--- config.mk ---
export PLATFORM = sky130hd
export DESIGN_NAME = cia_bus_master
export DESIGN_NICKNAME = d
export VERILOG_FILES = /design/src/rtl/cia_bus_master.sv
export SDC_FILE = /design/constraint.sdc
export NUM_CORES = 1
export LEC_CHECK = 0
export CAP_MARGIN = 20
export CORE_ASPECT_RATIO = 0.7
export CORE_MARGIN = 1
export CORE_UTILIZATION = 52
export CTS_CLUSTER_SIZE = 12
export DETAILED_ROUTE_END_ITERATION = 8
export PLACE_DENSITY_LB_ADDON = 0.05
export SETUP_SLACK_MARGIN = 0.02
export SLEW_MARGIN = 40
export SYNTH_ARGS = -nofsm -noshare
export SYNTH_HDL_FRONTEND = slang
export SYNTH_SLANG_ARGS = --single-unit
--- constraint.sdc ---
create_clock -name clk -period 4.4 [get_ports clk]
set_input_delay 0.66 -clock clk [delete_from_list [all_inputs] [get_ports clk]]
set_output_delay 0.66 -clock clk [all_outputs]
set_load 0.02 [all_outputs]
--- src/rtl/cia_bus_master.sv ---
// CPU-side initiator for the CIA register bus: free-running PHI2, /RES sequencing and
// single 6502-style read/write cycles launched from a valid/ready request port.
module cia_bus_master #(
    parameter int unsigned PHI2_HALF  = 12,
    parameter int unsigned RES_CYCLES = 10
) (
    input  logic       clk,
    input  logic       rst,
    input  logic       rst_req,
    input  logic       req_valid,
    output logic       req_ready,
    input  logic       req_we,
    input  logic [3:0] req_addr,
    input  logic [7:0] req_wdata,
    output logic       rsp_valid,
    output logic [7:0] rsp_rdata,
    output logic       phi2,
    output logic       res_n,
    output logic       cs_n,
    output logic       r_w_n,
    output logic [3:0] addr,
    output logic [7:0] data_o,
    output logic       data_oe,
    input  logic [7:0] data_i
);

    localparam int unsigned DivW  = (PHI2_HALF > 1) ? $clog2(PHI2_HALF) : 1;
    localparam int unsigned RcntW = $clog2(RES_CYCLES + 1);
    localparam logic [DivW-1:0]  DivMax   = DivW'(PHI2_HALF - 1);
    localparam logic [RcntW-1:0] RcntLast = RcntW'(RES_CYCLES - 1);

    typedef enum logic [1:0] {StReset, StIdle, StWait, StCycle} state_e;

    state_e           state_q, state_d;
    logic [DivW-1:0]  div_q, div_d;
    logic             phi2_q, phi2_d;
    logic [RcntW-1:0] rcnt_q, rcnt_d;
    logic             res_n_q, res_n_d;
    logic             cs_n_q, cs_n_d;
    logic             r_w_n_q, r_w_n_d;
    logic [3:0]       addr_q, addr_d;
    logic [7:0]       data_o_q, data_o_d;
    logic             data_oe_q, data_oe_d;
    logic             rsp_valid_q, rsp_valid_d;
    logic [7:0]       rsp_rdata_q, rsp_rdata_d;
    logic             lat_we_q, lat_we_d;
    logic [3:0]       lat_addr_q, lat_addr_d;
    logic [7:0]       lat_wdata_q, lat_wdata_d;

    logic tick, rise, fall, accept;

    // PHI2 divider runs in every state, including while /RES is held low
    assign tick   = (div_q == DivMax);
    assign rise   = tick & ~phi2_q;
    assign fall   = tick & phi2_q;
    assign div_d  = tick ? '0 : div_q + 1'b1;
    assign phi2_d = phi2_q ^ tick;

    assign req_ready = (state_q == StIdle) & ~rst_req;
    assign accept    = req_valid & req_ready;

    // State register and all output registers
    always_ff @(posedge clk) begin
        if (rst) begin
            state_q     <= StReset;
            div_q       <= '0;
            phi2_q      <= 1'b0;
            rcnt_q      <= '0;
            res_n_q     <= 1'b0;
            cs_n_q      <= 1'b1;
            r_w_n_q     <= 1'b1;
            addr_q      <= 4'h0;
            data_o_q    <= 8'h00;
            data_oe_q   <= 1'b0;
            rsp_valid_q <= 1'b0;
            rsp_rdata_q <= 8'h00;
            lat_we_q    <= 1'b0;
            lat_addr_q  <= 4'h0;
            lat_wdata_q <= 8'h00;
        end else begin
            state_q     <= state_d;
            div_q       <= div_d;
            phi2_q      <= phi2_d;
            rcnt_q      <= rcnt_d;
            res_n_q     <= res_n_d;
            cs_n_q      <= cs_n_d;
            r_w_n_q     <= r_w_n_d;
            addr_q      <= addr_d;
            data_o_q    <= data_o_d;
            data_oe_q   <= data_oe_d;
            rsp_valid_q <= rsp_valid_d;
            rsp_rdata_q <= rsp_rdata_d;
            lat_we_q    <= lat_we_d;
            lat_addr_q  <= lat_addr_d;
            lat_wdata_q <= lat_wdata_d;
        end
    end

    // Next-state logic
    always_comb begin
        state_d = state_q;
        case (state_q)
            StReset: begin
                if (fall && (rcnt_q == RcntLast)) begin
                    state_d = StIdle;
                end
            end
            StIdle: begin
                if (rst_req) begin
                    state_d = StReset;
                end else if (accept) begin
                    state_d = StWait;
                end
            end
            // A fall on the accepting edge is not seen here, so launch waits for the next one
            StWait: begin
                if (fall) begin
                    state_d = StCycle;
                end
            end
            StCycle: begin
                if (fall) begin
                    state_d = StIdle;
                end
            end
            default: state_d = StReset;
        endcase
    end

    // Output / datapath next values
    always_comb begin
        rcnt_d      = rcnt_q;
        res_n_d     = res_n_q;
        cs_n_d      = cs_n_q;
        r_w_n_d     = r_w_n_q;
        addr_d      = addr_q;
        data_o_d    = data_o_q;
        data_oe_d   = data_oe_q;
        rsp_valid_d = 1'b0;
        rsp_rdata_d = rsp_rdata_q;
        lat_we_d    = lat_we_q;
        lat_addr_d  = lat_addr_q;
        lat_wdata_d = lat_wdata_q;
        case (state_q)
            StReset: begin
                res_n_d = 1'b0;
                cs_n_d  = 1'b1;
                if (fall) begin
                    rcnt_d = rcnt_q + 1'b1;
                    if (rcnt_q == RcntLast) begin
                        res_n_d = 1'b1;
                    end
                end
            end
            StIdle: begin
                if (rst_req) begin
                    res_n_d = 1'b0;
                    rcnt_d  = '0;
                end else if (accept) begin
                    lat_we_d    = req_we;
                    lat_addr_d  = req_addr;
                    lat_wdata_d = req_wdata;
                end
            end
            StWait: begin
                if (fall) begin
                    cs_n_d  = 1'b0;
                    r_w_n_d = ~lat_we_q;
                    addr_d  = lat_addr_q;
                    if (lat_we_q) begin
                        data_o_d = lat_wdata_q;
                    end
                end
            end
            StCycle: begin
                // Write data is driven only while PHI2 is high
                if (rise && lat_we_q) begin
                    data_oe_d = 1'b1;
                end
                if (fall) begin
                    cs_n_d      = 1'b1;
                    r_w_n_d     = 1'b1;
                    data_oe_d   = 1'b0;
                    rsp_valid_d = 1'b1;
                    rsp_rdata_d = lat_we_q ? 8'h00 : data_i;
                end
            end
            default: ;
        endcase
    end

    assign phi2      = phi2_q;
    assign res_n     = res_n_q;
    assign cs_n      = cs_n_q;
    assign r_w_n     = r_w_n_q;
    assign addr      = addr_q;
    assign data_o    = data_o_q;
    assign data_oe   = data_oe_q;
    assign rsp_valid = rsp_valid_q;
    assign rsp_rdata = rsp_rdata_q;

endmodule

== Word level (Yosys, flattened, before mapping) ==
Index checks and enable logic that the tools add are counted.

* Flip-flop bits (word level): 49
* Bits in latches: 0
* Bits in writable memories: 0
* ROM bits: 0
* Bits of input ports: 25
* Output and inout bits: 27
* Logic and storage cells: 78
* Memories: 0

* Add/sub/neg operators: 2
* Multipliers: 0
* Div/mod/pow operators: 0
* Order comparisons: 0
* Equality and inequality tests: 11
* Shift operators: 0
* Multiplexer cells: 22
* Bitwise gates (word level): 9
* Reductions and logical operators: 19

{| class="wikitable"
|+ Operators by type and width
! operator !! number
|-
| AND reduction 3 bit || 5
|-
| two-way mux 2 bit || 5
|-
| inequality test 2 bit (second input constant) || 5
|-
| two-way mux 1 bit || 9
|-
| adder 4 x 1 -> 4 bit (second input constant) || 2
|-
| == test 4 bit (second input constant) || 2
|-
| two-way mux 4 bit || 2
|-
| two-way mux 8 bit || 1
|-
| case mux 2 bit (4 select lines) || 1
|-
| case mux 4 bit (2 select lines) || 1
|-
| AND reduction 2 bit || 4
|-
| nonzero test 2 bit || 3
|-
| AND 1 bit || 4
|-
| == test 2 bit (second input constant) || 2
|-
| inverter 1 bit || 4
|-
| case mux 1 bit (2 select lines) || 2
|-
| AND reduction 4 bit || 1
|-
| OR reduction 2 bit || 2
|-
| inequality test 3 bit (second input constant) || 1
|-
| case mux 1 bit (3 select lines) || 1
|-
| nonzero test 3 bit || 1
|-
| == test 2 x 1 -> 1 bit (second input constant) || 1
|-
| logical AND 1 bit || 2
|-
| logical NOT 2 bit || 1
|-
| bitwise XOR 1 bit || 1
|}

== Logic depth before layout (Yosys ltp) ==
Gate-level depths: netlist (run 1).

* Word-level depth: 6
* Mapped depth: 7
* Depth with buffers taken out: 6

== Least setup slack after synthesis (run 1) ==
OpenSTA, ideal clock, no wires.

* Path kind: register to register
* Start: reg div_q[0]
* End: reg state_q[0]
* Setup time: 0.121 ns
* Arrival: 1.771 ns
* Data required time: 4.279 ns
* Slack: 2.507 ns
* Stages on the path, launching flop included: 8
* Path buffers: 1
* Clock period less this slack: 1.893 ns
* Cells stage by stage: dfxtp_1 -> ha_1 -> and3b_1 -> ha_1 -> buf_6 -> and4b_4 -> o221a_4 -> mux2_4

* Cells in the longest elaborated chain, start to end: 5
* Elaborated cells between the ends (all ways): 7
* Classes of those cells: 4 x eq/ne; 1 x bitwise; 2 x reduce/logical

{| class="wikitable"
|+ Ends and longest elaborated chain
! element !! RTL line !! RTL
|-
| from (decl) || 35 || <nowiki>logic [DivW-1:0] div_q, div_d;</nowiki>
|-
| from (signal assigned) || 82 || <nowiki>div_q <= div_d;</nowiki>
|-
| == test 4 bit (*) || 53 || <nowiki>assign tick = (div_q == DivMax);</nowiki>
|-
| AND 1 bit (*) || 55 || <nowiki>assign fall = tick & phi2_q;</nowiki>
|-
| logical AND 1 bit || 104 || <nowiki>if (fall && (rcnt_q == RcntLast)) begin</nowiki>
|-
| inequality test 2 bit (no line) || n/a ||
|-
| AND reduction 4 bit (no line) (*) || n/a ||
|-
| to (signal assigned) || 65 || <nowiki>state_q <= StReset;</nowiki>
|-
| to (signal assigned) || 81 || <nowiki>state_q <= state_d;</nowiki>
|-
| to (decl) || 34 || <nowiki>state_e state_q, state_d;</nowiki>
|}

Every way passes the cells marked *; elsewhere a longest branch is shown, timed or not.
A chain may end at the register's enable or synchronous reset.

== Worst setup path after layout (run 1) ==
* Start: in rst_req
* End: out req_ready

* Cells in the longest elaborated chain, start to end: 2

{| class="wikitable"
|+ Ends and longest elaborated chain
! element !! RTL line !! RTL
|-
| from (decl) || 9 || <nowiki>input logic rst_req,</nowiki>
|-
| inverter 1 bit (no line) || n/a ||
|-
| AND 1 bit || 59 || <nowiki>assign req_ready = (state_q == StIdle) & ~rst_req;</nowiki>
|-
| to (decl) || 11 || <nowiki>output logic req_ready,</nowiki>
|}

No other way between the ends.

==> results of run 1 <==
## logic make-up (layout without fill, tap and decap cells)
family                     after synthesis  count (layout)
and+or+nand+nor                         93              93
DFF                                     49              49
AOI/OAI and AO/OA                       46              46
buffers and inverters                   20              66
muxes                                   13              13
adders and majority gates               10              10
## registers in the layout (all words and copies together) (netlist names)
name,cells
rcnt_q,4
data_o,8
state_q,2
r_w_n,1
res_n,1
data_oe,1
addr,4
lat_wdata_q,8
lat_we_q,1
rsp_rdata,8
rsp_valid,1
lat_addr_q,4
phi2,1
cs_n,1
div_q,4
## cell usage after synthesis
library cell  count  area share (%)
o211ai_1          1            0.36
and3b_1           6             2.5
buf_1             4            0.72
buf_6             2             1.1
nor3b_1           1            0.36
mux2i_1          11             5.3
or4_1             1            0.36
a21oi_1          29             7.0
or3b_2            1            0.42
nor2_1           18             3.2
a31oi_1           2            0.60
a41oi_1           1            0.42
or2_2             1            0.30
nor3_1            4            0.96
nand3b_1          1            0.36
inv_1             7             1.3
nand2b_1          1            0.30
nand2_1          42             7.5
mux2_4            1            0.72
mux2_2            1            0.54
nand3_2           1            0.48
a21boi_0          2            0.72
o21a_1            1            0.36
o21ai_0           6             1.4
and4b_4           1            0.66
and2b_1           1            0.36
a211oi_1          2            0.72
a32oi_1           1            0.42
nand3_1           4            0.96
or3b_1            1            0.42
buf_2             6             1.4
nand4b_1          8             3.4
o221a_4           1            0.96
ha_1             10             6.0
clkbuf_1          1            0.18
dfxtp_1          49              47
nor2b_1           1            0.30
## worst max-delay path by stage
stage	start	endpoint	slack, ps	depth (start not counted)
6_report	rst_req	req_ready	1770	3
5_1_grt	rst_req	req_ready	1710	3
4_1_cts	rst_req	req_ready	1760	3
3_5_place_dp	rst_req	req_ready	1770	3
3_3_place_gp	rst_req	req_ready	1800	3
2_1_floorplan	div_q[0]	state_q[0]	2510	7
## stage by stage
stage          utilization, %  std cells  power, mW  hold WS [ps]
6_report                73.07        327     0.7962         451.3
5_1_grt                 73.07        327     0.8308         473.8
4_1_cts                 73.07        327     0.8032         456.0
3_5_place_dp            70.62        320     0.5406         443.7
3_3_place_gp            70.76        320     0.5404         440.1
2_1_floorplan               -        231     0.5101         435.7
## critical path, cell delays in order
cell and delay (ps):
clkdlybuf4s50_1 460, and2b_1 240, clkdlybuf4s50_1 610
## layout by cell type (no fill, tap or decap), types with 4 or more instances in the layout
master | netlist | routed
mux2i_1 | 11 | 11
nand4b_1 | 8 | 8
clkbuf_8 | 0 | 6
clkdlybuf4s50_1 | 0 | 50
a21oi_1 | 29 | 29
nand3_1 | 4 | 4
o21ai_0 | 6 | 6
dfxtp_1 | 49 | 49
and3b_1 | 6 | 6
nor3_1 | 4 | 4
inv_1 | 7 | 7
nor2_1 | 18 | 18
nand2_1 | 42 | 42
ha_1 | 10 | 10
## power breakdown
part	internal, mW	total (mW)	switching [mW]	leakage [nW]
sequential	0.450	0.455	0.00553	0.396
clock	0.124	0.266	0.142	0.0433
combinational	0.0393	0.0747	0.0354	0.570
total	0.613	0.796	0.183	1.01
## final cells by class
cell class | instances | area [um^2] | share of cell area [%]
sequential | 49 | 980.9 | 36.57
clock inverter | 1 | 7.507 | 0.2799
inverter | 7 | 26.28 | 0.9795
timing repair buffer | 52 | 513.0 | 19.12
clock buffer | 6 | 82.58 | 3.078
tap | 50 | 62.56 | 2.332
multi-input combinational | 162 | 1010 | 37.64
## per-layer routing
layer	vias up	GRT usage, %
met4	0	5.660
met3	5	6.393
met1	785	27.28
met2	43	34.66
met5	-	0
li1	884	-
==> summary.txt, run 1 <==
Worst setup path
  • Startpoint Class: input port
  • Worst reg2reg path startpoint: div_q[0]
  • Worst EP required: between 3000 and 4000 ps
  • Arr. time, crit path: 1970 ps
  • Worst Reg2Reg Path Length in Cells: 6
  • Worst Setup End Kind: output pin
  • R2r endpoint: rcnt_q[1]
  • Worst-path fanout max: 5
  • CP Class: input port to output pin
  • Reg-to-reg slack, setup: between 2000 and 2500 ps

Clock tree
  • TritonCTS Buffers: 5
  • Post-cts resize count: 0
  • Sink Count: 49
  • Clk pin slew, worst setup/hold paths: 90 ps
  • Clk buf depth: 2
  • CTS tree: yes
  • # H-tree levels: 2
  • Root buf cell: clkbuf_8
  • CTS Hold Bufs: 0
  • Setup bufs post-CTS: 0
  • Skew-Pair Late Insertion Delay: approximately 300 ps

Synthesis
  • Xor/xnor share of the synthesized area: 0%
  • Synth Area in Adders: under 10%
  • Yosys cell types: 37
  • Post-Synth Simple-Gate Area: 22.89%
  • Combinational family with the most area after synthesis: simple AND/OR/NAND/NOR gates
  • Synthesized flop and latch total: a little under 50
  • Post-synthesis net count: roughly 270
  • Yosys warns: 0
  • Syn_area_per_cell: approximately 9.0 um^2
  • Cell Area, Synth: around 0.0021 mm^2
  • Post-synthesis sequential area ratio: a little under half
  • Post-synthesis compound-gate area fraction: 12.94%
  • Gate Count Post-Synth: around 230
  • Post-synthesis mux area share: 6.531%

Hold path
  • HP Class: flop to flop
  • Hold Crit Start: rsp_rdata[0]
  • WHS Path Cells: 2
  • WHS Endpoint: rsp_rdata[0]

Finish
  • Nets@finish: ~310
  • Ant diodes: 0
  • Final instance area: 0.002683 mm^2
  • Layout fillers: 305
  • Area Overhead vs Synth: 28.46%
  • Layout cell share with drive strength beyond 1: under 10%

Floorplanning
  • Core Rows: 18
  • Core ar.: 0.003671 mm^2
  • Die ar.: between 0.004 and 0.005 mm^2
  • I/O Pins: 52
  • Die W: roughly 78 um
  • Die Height: about 55 um
  • Initial core utilization: roughly 57%

Global routing
  • Vias in the first global route: 1444
  • Initial antenna violation count: 0
  • First-pass GRT wire length: just under 7000 um
  • Grt ovf: 0
  • Tot GR Track Use: between 20% and 30%
  • Largest net degree at the start of global routing: 27

Route
  • Antenna Nets Post-Route: 0
  • WL met1: approximately 2100 um
  • Drt wl/cell: 12.94 um
  • First-pass detailed-route iteration total: 4
  • DRC: 0
  • Initial drt markers: 58
  • Wirelength, routed: approximately 4200 um
  • DR vias: ~1.7k
  • Highest routed layer: met4
  • Met3 WL post-DR: 192 um
  • Vias per cell: roughly 5.3
  • Met2 wire length: about 1900 um

Placed design
  • Post-place setup slack: between 1500 and 2000 ps
  • # port buffers: 51
  • RePlAce Congestion: slightly below 0.8
  • Placed inst area: 0.002592 mm^2
  • HPWL after DPL: roughly 3000 um

Run
  • # Max-Cap Violations: 0

STA
  • Fin Clk Skew: 5.853 ps
  • Final hold viol count: 0
  • Pins Over Slew Limit: 0
  • Worst Tran Pin Value: ~600 ps
  • Final WS setup: about 1800 ps
  • Final Critical Period: between 2000 and 3000 ps
  • Fin Setup TNS: 0 ps
  • Final Setup Violations: 0
  • RSZ-0062 raised after global routing: no
  • Fmax: 0.3795 GHz
  • Max-Slew Margin vs Limit: approximately three fifths
  • Final worst path period share: 59.88%

Power and ir drop
  • Pleak: 1.009 nW
  • Worst IR drop on VDD: between 0.2 and 0.25 mV
  • Pwr/cell area: 296.8 mW/mm^2

Run status
  • Run status: complete, no violations
No activity file was read; power rests on OpenSTA's default activity.
==> run 2, diff against run 1 <==
CORE_UTILIZATION = 44   (was 52)
clock period = 2.35 ns   (was 4.4 ns; I/O delays follow)
==> run 2 against run 1 <==
Net effect:
- the run now ends with DRC left
- sequential cell count unchanged
- count of clock-buffer cells in the layout unchanged
- via count increased by 1.2%
- cell count increased by 2.8%
- worst setup slack got worse by 1600 ps
- sequential power increased by 87%
- wire length increased by 5.1%
- clock skew decreased by 1.1 ps
- critical path depth increased by 1
==> summary.txt, run 2 (synthesis gave the netlist of run 1 again) <==
Finish
  • Non-filler cells, final: 336 (was 327)
  • Nets@finish: 316 (was 312)
  • Ant diodes: 0 (unchanged)
  • Core Util, Final: 61.21% (was 73.07%)
  • Most common cell after layout, fill and taps aside: clkdlybuf4s50_1 (unchanged)
  • Total area of sequential cells: 980.9 um^2 (unchanged)
  • Most frequent cells in the layout: 51 x clkdlybuf4s50_1, 49 x dfxtp_1, 42 x nand2_1 (was 50 x clkdlybuf4s50_1, 49 x dfxtp_1, 42 x nand2_1)
  • Layout cell share with drive strength beyond 1: 7.117% (was 5.776%)
  • Area Overhead vs Synth: 30.56% (was 28.46%)
  • Layout fillers: 404 (was 305)
  • Multi-input gate area: 0.001012 mm^2 (was 0.001010 mm^2)

Route
  • Initial drt markers: 78 (was 58)
  • DR vias: 1738 (was 1717)
  • Vias per cell: 5.173 (was 5.251)
  • First-pass detailed-route iteration total: 7 (was 4)
  • Wirelength, routed: 4447 um (was 4232 um)
  • Antenna Nets Post-Route: 0 (unchanged)
  • Drt wl/cell: 13.24 um (was 12.94 um)
  • DRC: 6 (was 0)

Placed design
  • Post-place setup slack: 319.9 ps (was 1769 ps)
  • # port buffers: 51 (unchanged)
  • RePlAce Congestion: 0.7959 (was 0.7914)
  • Cell count after placement: 329 (was 320)
  • HPWL after DPL: 3159 um (was 3000 um)

Worst setup path
  • Arr. time, crit path: 1800 ps (was 1970 ps)
  • Worst Setup End Kind: output pin (unchanged)
  • CP Class: flop to output pin (was input port to output pin)
  • Worst-path fanout max: 11 (was 5)
  • Worst EP required: 2000 ps (was 3740 ps)
  • Startpoint Class: flop (was input port)

STA
  • Max-Slew Margin vs Limit: 61.47% (was 59.88%)
  • Fin Setup TNS: 0 ps (unchanged)
  • Worst Tran Pin Value: 576.2 ps (was 601.8 ps)
  • Pins Over Slew Limit: 0 (unchanged)
  • RSZ-0062 raised after global routing: no (unchanged)
  • Fin Clk Skew: 4.761 ps (was 5.853 ps)
  • Fmax: approximately 0.47 GHz
  • Final worst path period share: 91.44%
  • Final Setup Violations: 0 (unchanged)
  • Final hold viol count: 0 (unchanged)
  • Final Critical Period: approximately 2100 ps
  • Final WS setup: 201.1 ps (was 1765 ps)

Floorplanning
  • Die ar.: 0.005030 mm^2 (was 0.004277 mm^2)
  • Die Height: 59.64 um (was 55.02 um)
  • Core Rows: 20 (was 18)
  • Die W: 84.34 um (was 77.74 um)
  • Initial core utilization: 46.88% (was 56.88%)
  • Core ar.: 0.004454 mm^2 (was 0.003671 mm^2)
  • I/O Pins: 52 (unchanged)

Clock tree
  • CTS tree: yes (unchanged)
  • Clk pin slew, worst setup/hold paths: 80 ps (was 90 ps)
  • CTS Hold Bufs: 0 (unchanged)
  • TritonCTS Buffers: 5 (unchanged)
  • Setup bufs post-CTS: 0 (unchanged)
  • Sink Count: 49 (unchanged)
  • Clk buf depth: 2 (unchanged)
  • Post-cts resize count: 0 (unchanged)
  • Root buf cell: clkbuf_8 (unchanged)
  • Skew-Pair Late Insertion Delay: 300 ps (about the same)
  • # H-tree levels: 2 (unchanged)

Global routing
  • Initial antenna violation count: 0 (unchanged)
  • Tot GR Track Use: 18.96% (was 21.02%)
  • Largest net degree at the start of global routing: 32 (was 27)
  • First-pass GRT wire length: 7279 um (was 6734 um)
  • Grt ovf: 0 (unchanged)
  • Vias in the first global route: 1573 (was 1444)

Power and ir drop
  • Pwr/cell area: 550.5 mW/mm^2 (was 296.8 mW/mm^2)
  • Worst IR drop on VDD: 0.3642 mV (was 0.2299 mV)
  • Pleak: 1.029 nW (was 1.009 nW)

Run
  • # Max-Cap Violations: 0 (unchanged)

Run status
  • Run status: finished with violations (was complete, no violations)
  • Failing checks: DRC

Hold path
  • HP Class: flop to flop (unchanged)
run 2: cell count changes in the layout (fill, tap and decap cells not counted):
cell / change
buf_2: -1
buf_4: +4
clkdlybuf4s50_1: +1
ha_1: -1
ha_2: +1
run 2: routing by layer:
metal	global-route usage (%)	wire, um	part of all wire [%]
met2	30.80	1997	45
met4	8.959	18	0.40
met5	0	0	0
met1	24.21	2216	50
met3	4.735	215	4.8
run 2: critical path, cell delays in order, from the launching register on:
cell and delay, ps:
dfxtp_1 360, inv_1 90, ha_2 280, and2b_1 170
clkdlybuf4s50_1 600
run 2: final cells by class:
class,count,share of cell area (%)
clock inverters,1,0.2754
clock buffers,6,3.029
multi-input cells,162,37.13
well taps,55,2.524
flip-flops and latches,49,35.98
repair buffers,56,20.10
inverters,7,0.9637
run 2: worst paths after layout:
kind | cells after the start | end | slack (ps) | start
max | 4 | req_ready | 200 | state_q[1]
min | 2 | rsp_rdata[5] | 450 | rsp_rdata[5]
max reg2reg | 6 | rcnt_q[1] | 290 | div_q[0]
min reg2reg | 2 | rsp_rdata[5] | 450 | rsp_rdata[5]
run 2: stage by stage:
stage / area [um^2] / hold WS, ps / total power [mW]
2_1_floorplan: 2088 / 435.7 / 0.9551
3_3_place_gp: 2634 / 438.7 / 1.012
3_5_place_dp: 2634 / 445.6 / 1.014
4_1_cts: 2724 / 457.7 / 1.513
5_1_grt: 2726 / 470.3 / 1.565
6_report: 2726 / 453.5 / 1.501
run 2: report_power, final:
part | total (mW) | internal [mW] | switching, mW | leakage, nW
clock network | 0.506 | 0.233 | 0.273 | 0.0433
registers | 0.853 | 0.842 | 0.0105 | 0.396
logic | 0.142 | 0.0764 | 0.0659 | 0.590
==> run 3, diff against run 2 <==
==> constraint.sdc (replaced) <==
create_clock -name clk -period 2.35 [get_ports clk]
set_input_delay 0.3525 -clock clk [delete_from_list [all_inputs] [get_ports clk]]
set_output_delay 0.3525 -clock clk [all_outputs]
set_load 0.05 [all_outputs]
==> run 3 against run 2 <==
Net effect:
- the flow still finishes with violations (DRC)
- highest routed layer unchanged
- hold slack better by 0.74 ps
- sequential share of layout area is 0.71 points lower
- cell count is 0.30% higher
- critical endpoint is now rcnt_q[1]
- worst setup slack better by 170 ps
- non-clock buffer count stayed put
- register-to-register slack better by 80 ps
- sequential cell count stayed put
- utilization is 1.2 points higher
- global-route usage is 0.14 points higher
- wire length is 0.22% lower
- total power is 14% higher
==> summary.txt, run 3 (synthesis gave the netlist of run 1 again) <==
Clock tree
  • TritonCTS Buffers: 5 (unchanged)
  • CTS Hold Bufs: 0 (unchanged)
  • CTS tree: yes (unchanged)
  • Root buf cell: clkbuf_8 (unchanged)
  • Clk pin slew, worst setup/hold paths: 90 ps (was 80 ps)
  • Sink Count: 49 (unchanged)
  • Setup bufs post-CTS: 0 (unchanged)
  • # H-tree levels: 2 (unchanged)
  • Skew-Pair Late Insertion Delay: 300 ps (about the same)
  • Clk buf depth: 2 (unchanged)
  • Post-cts resize count: 0 (unchanged)

Run status
  • Failing checks: DRC (unchanged)
  • Run status: finished with violations (unchanged)

Worst setup path
  • Arr. time, crit path: 2210 ps (was 1800 ps)
  • Worst reg2reg path startpoint: div_q[0] (unchanged)
  • CP max-delay cell: or4_1 (was clkdlybuf4s50_1)
  • Reg-to-reg slack, setup: 370 ps (was 290 ps)
  • Worst EP required: 2580 ps (was 2000 ps)
  • CP dominant cell by count: ha_1
  • Crit-path max cell delay: 410 ps (was 600 ps)
  • Buf/Inv on CP: 0 (was 2)
  • Worst-path cell chain: ha_1, and3b_1, ha_1, nor2b_1, or4_1, a21oi_1 (was inv_1, ha_2, and2b_1, clkdlybuf4s50_1)
  • Startpoint Class: flop (unchanged)
  • Crit path from: div_q[0] (was state_q[1])
  • Worst Setup End Kind: flop (was output pin)
  • CP Class: flop to flop (was flop to output pin)
  • Worst Reg2Reg Path Length in Cells: 6 (unchanged)
  • Worst path top cell family by delay: simple AND/OR/NAND/NOR gates (was buffers and inverters)
  • R2r endpoint: rcnt_q[1] (unchanged)
  • Worst-path fanout max: 6 (was 11)

Finish
  • Non-filler cells, final: 337 (was 336)
  • Final instance area: 0.002781 mm^2 (was 0.002726 mm^2)
  • Most common cell after layout, fill and taps aside: clkdlybuf4s50_1 (unchanged)
  • Layout cell share with drive strength beyond 1: 7.447% (was 7.117%)
  • Most frequent cells in the layout: 50 x clkdlybuf4s50_1, 49 x dfxtp_1, 42 x nand2_1 (was 51 x clkdlybuf4s50_1, 49 x dfxtp_1, 42 x nand2_1)
  • Ant diodes: 0 (unchanged)
  • Area Overhead vs Synth: 33.19% (was 30.56%)
  • Nets@finish: 316 (unchanged)

STA
  • Fin Setup TNS: 0 ps (unchanged)
  • Worst Tran Pin Value: 599.1 ps (was 576.2 ps)
  • Final worst path period share: 84.30% (was 91.44%)
  • Fin Clk Skew: 3.112 ps (was 4.761 ps)
  • Fmax: 0.5048 GHz (was 0.4654 GHz)
  • RSZ-0062 raised after global routing: no (unchanged)
  • Final Setup Violations: 0 (unchanged)
  • Final Critical Period: 1981 ps (was 2149 ps)
  • Final hold viol count: 0 (unchanged)
  • Final WS setup: 369.0 ps (was 201.1 ps)
  • Max-Slew Margin vs Limit: 59.94% (was 61.47%)
  • Pins Over Slew Limit: 0 (unchanged)

Floorplanning
  • I/O Pins: 52 (unchanged)
  • Die W: 84.34 um (unchanged)
  • Initial core utilization: 46.88% (unchanged)
  • Die Height: 59.64 um (unchanged)
  • Core ar.: 0.004454 mm^2 (unchanged)
  • Die ar.: 0.005030 mm^2 (unchanged)
  • Core Rows: 20 (unchanged)

Route
  • DR vias: 1744 (was 1738)
  • Vias per cell: 5.175 (was 5.173)
  • First-pass detailed-route iteration total: 6 (was 7)
  • Initial drt markers: 92 (was 78)
  • Antenna Nets Post-Route: 0 (unchanged)
  • DRC: 11 (was 6)
  • Drt wl/cell: 13.17 um (was 13.24 um)
  • Wirelength, routed: 4437 um (was 4447 um)

Power and ir drop
  • Worst IR drop on VDD: 0.3276 mV (was 0.3642 mV)
  • Pleak: 1.061 nW (was 1.029 nW)
  • P_sw: 0.3681 mW (was 0.3494 mW)
  • P_int: 1.349 mW (was 1.152 mW)
  • Power, Total: 1.717 mW (was 1.501 mW)
  • Combinational power share: 8.7% (was 9.5%)
  • Switching Fraction: 21.44% (was 23.28%)
  • Part of the power in registers: 49.7% (was 56.8%)
  • Pwr/cell area: 617.3 mW/mm^2 (was 550.5 mW/mm^2)
  • Clock share of power: 41.7% (was 33.7%)

Global routing
  • Vias in the first global route: 1662 (was 1573)
  • First-pass GRT wire length: 7479 um (was 7279 um)
  • Global Route met3 Usage: 4.318% (was 4.735%)
  • Largest net degree at the start of global routing: 22 (was 32)
  • Gr busiest metal: met2 (unchanged)
  • Met1 Use GR: 25.36% (was 24.21%)
  • Met2 Usage GRT: 30.56% (was 30.80%)
  • Initial antenna violation count: 0 (unchanged)
  • Tot GR Track Use: 19.10% (was 18.96%)
  • Grt ovf: 0 (unchanged)

Hold path
  • WHS Endpoint: rsp_rdata[6] (was rsp_rdata[5])
  • WHS Path Cells: 2 (unchanged)
  • HP Class: flop to flop (unchanged)
  • Hold Crit Start: rsp_rdata[6] (was rsp_rdata[5])

Placed design
  • HPWL after DPL: 3181 um (was 3159 um)
  • Placed inst area: 0.002644 mm^2 (was 0.002634 mm^2)
  • RePlAce Congestion: 0.7682 (was 0.7959)
  • Post-place setup slack: 396.2 ps (was 319.9 ps)
  • # port buffers: 51 (unchanged)
  • Cell count after placement: 329 (unchanged)

Run
  • # Max-Cap Violations: 0 (unchanged)
## run 3: how the worst max path moves through the flow
stage          cells after the start  slack, ps      endpoint
4_1_cts                            6        370     rcnt_q[1]
3_5_place_dp                       6        400     rcnt_q[1]
2_1_floorplan                      7        460    state_q[0]
3_3_place_gp                       7        450  rsp_rdata[3]
5_1_grt                            7        170  rsp_rdata[0]
6_report                           6        370     rcnt_q[1]
## run 3: routing by layer
layer	routed length (um)	vias to the layer above	part of all wire [%]
met5	0	-	0
met4	41	0	0.92
met3	215	4	4.8
met2	1853	40	42
met1	2327	810	52
li1	-	890	-
## run 3: area by class of cell
| type | instances | area [um^2] |
|---|---|---|
| fillers | 393 | 1673 |
| multi-input cells | 162 | 1010 |
| flip-flops and latches | 49 | 980.9 |
| repair buffers | 56 | 558.0 |
| clock buffers | 5 | 68.82 |
| clock inverters | 3 | 68.82 |
| well taps | 55 | 68.82 |
| inverters | 7 | 26.28 |
## run 3: worst register-to-register path, stage by stage (launching register included)
cell and delay, ps:
dfxtp_1 380, ha_1 210, and3b_1 270, ha_1 340, nor2b_1 150, or4_1 410
a21oi_1 160
## run 3: stage by stage
step	utilization, %	hold slack [ps]
2_1_floorplan	-	435.7
3_3_place_gp	59.35	439.8
3_5_place_dp	59.35	444.7
4_1_cts	62.44	457.6
5_1_grt	62.44	481.3
6_report	62.44	454.2
## run 3: power by group through the flow
stage               clock (mW)  sequential (mW)  combinational, mW
detailed placement           0            0.872              0.149
global placement             0            0.872              0.146
CTS                      0.731            0.853              0.149
global route             0.770            0.855              0.162
finish                   0.715            0.853              0.149
floorplan                    0            0.869             0.0897
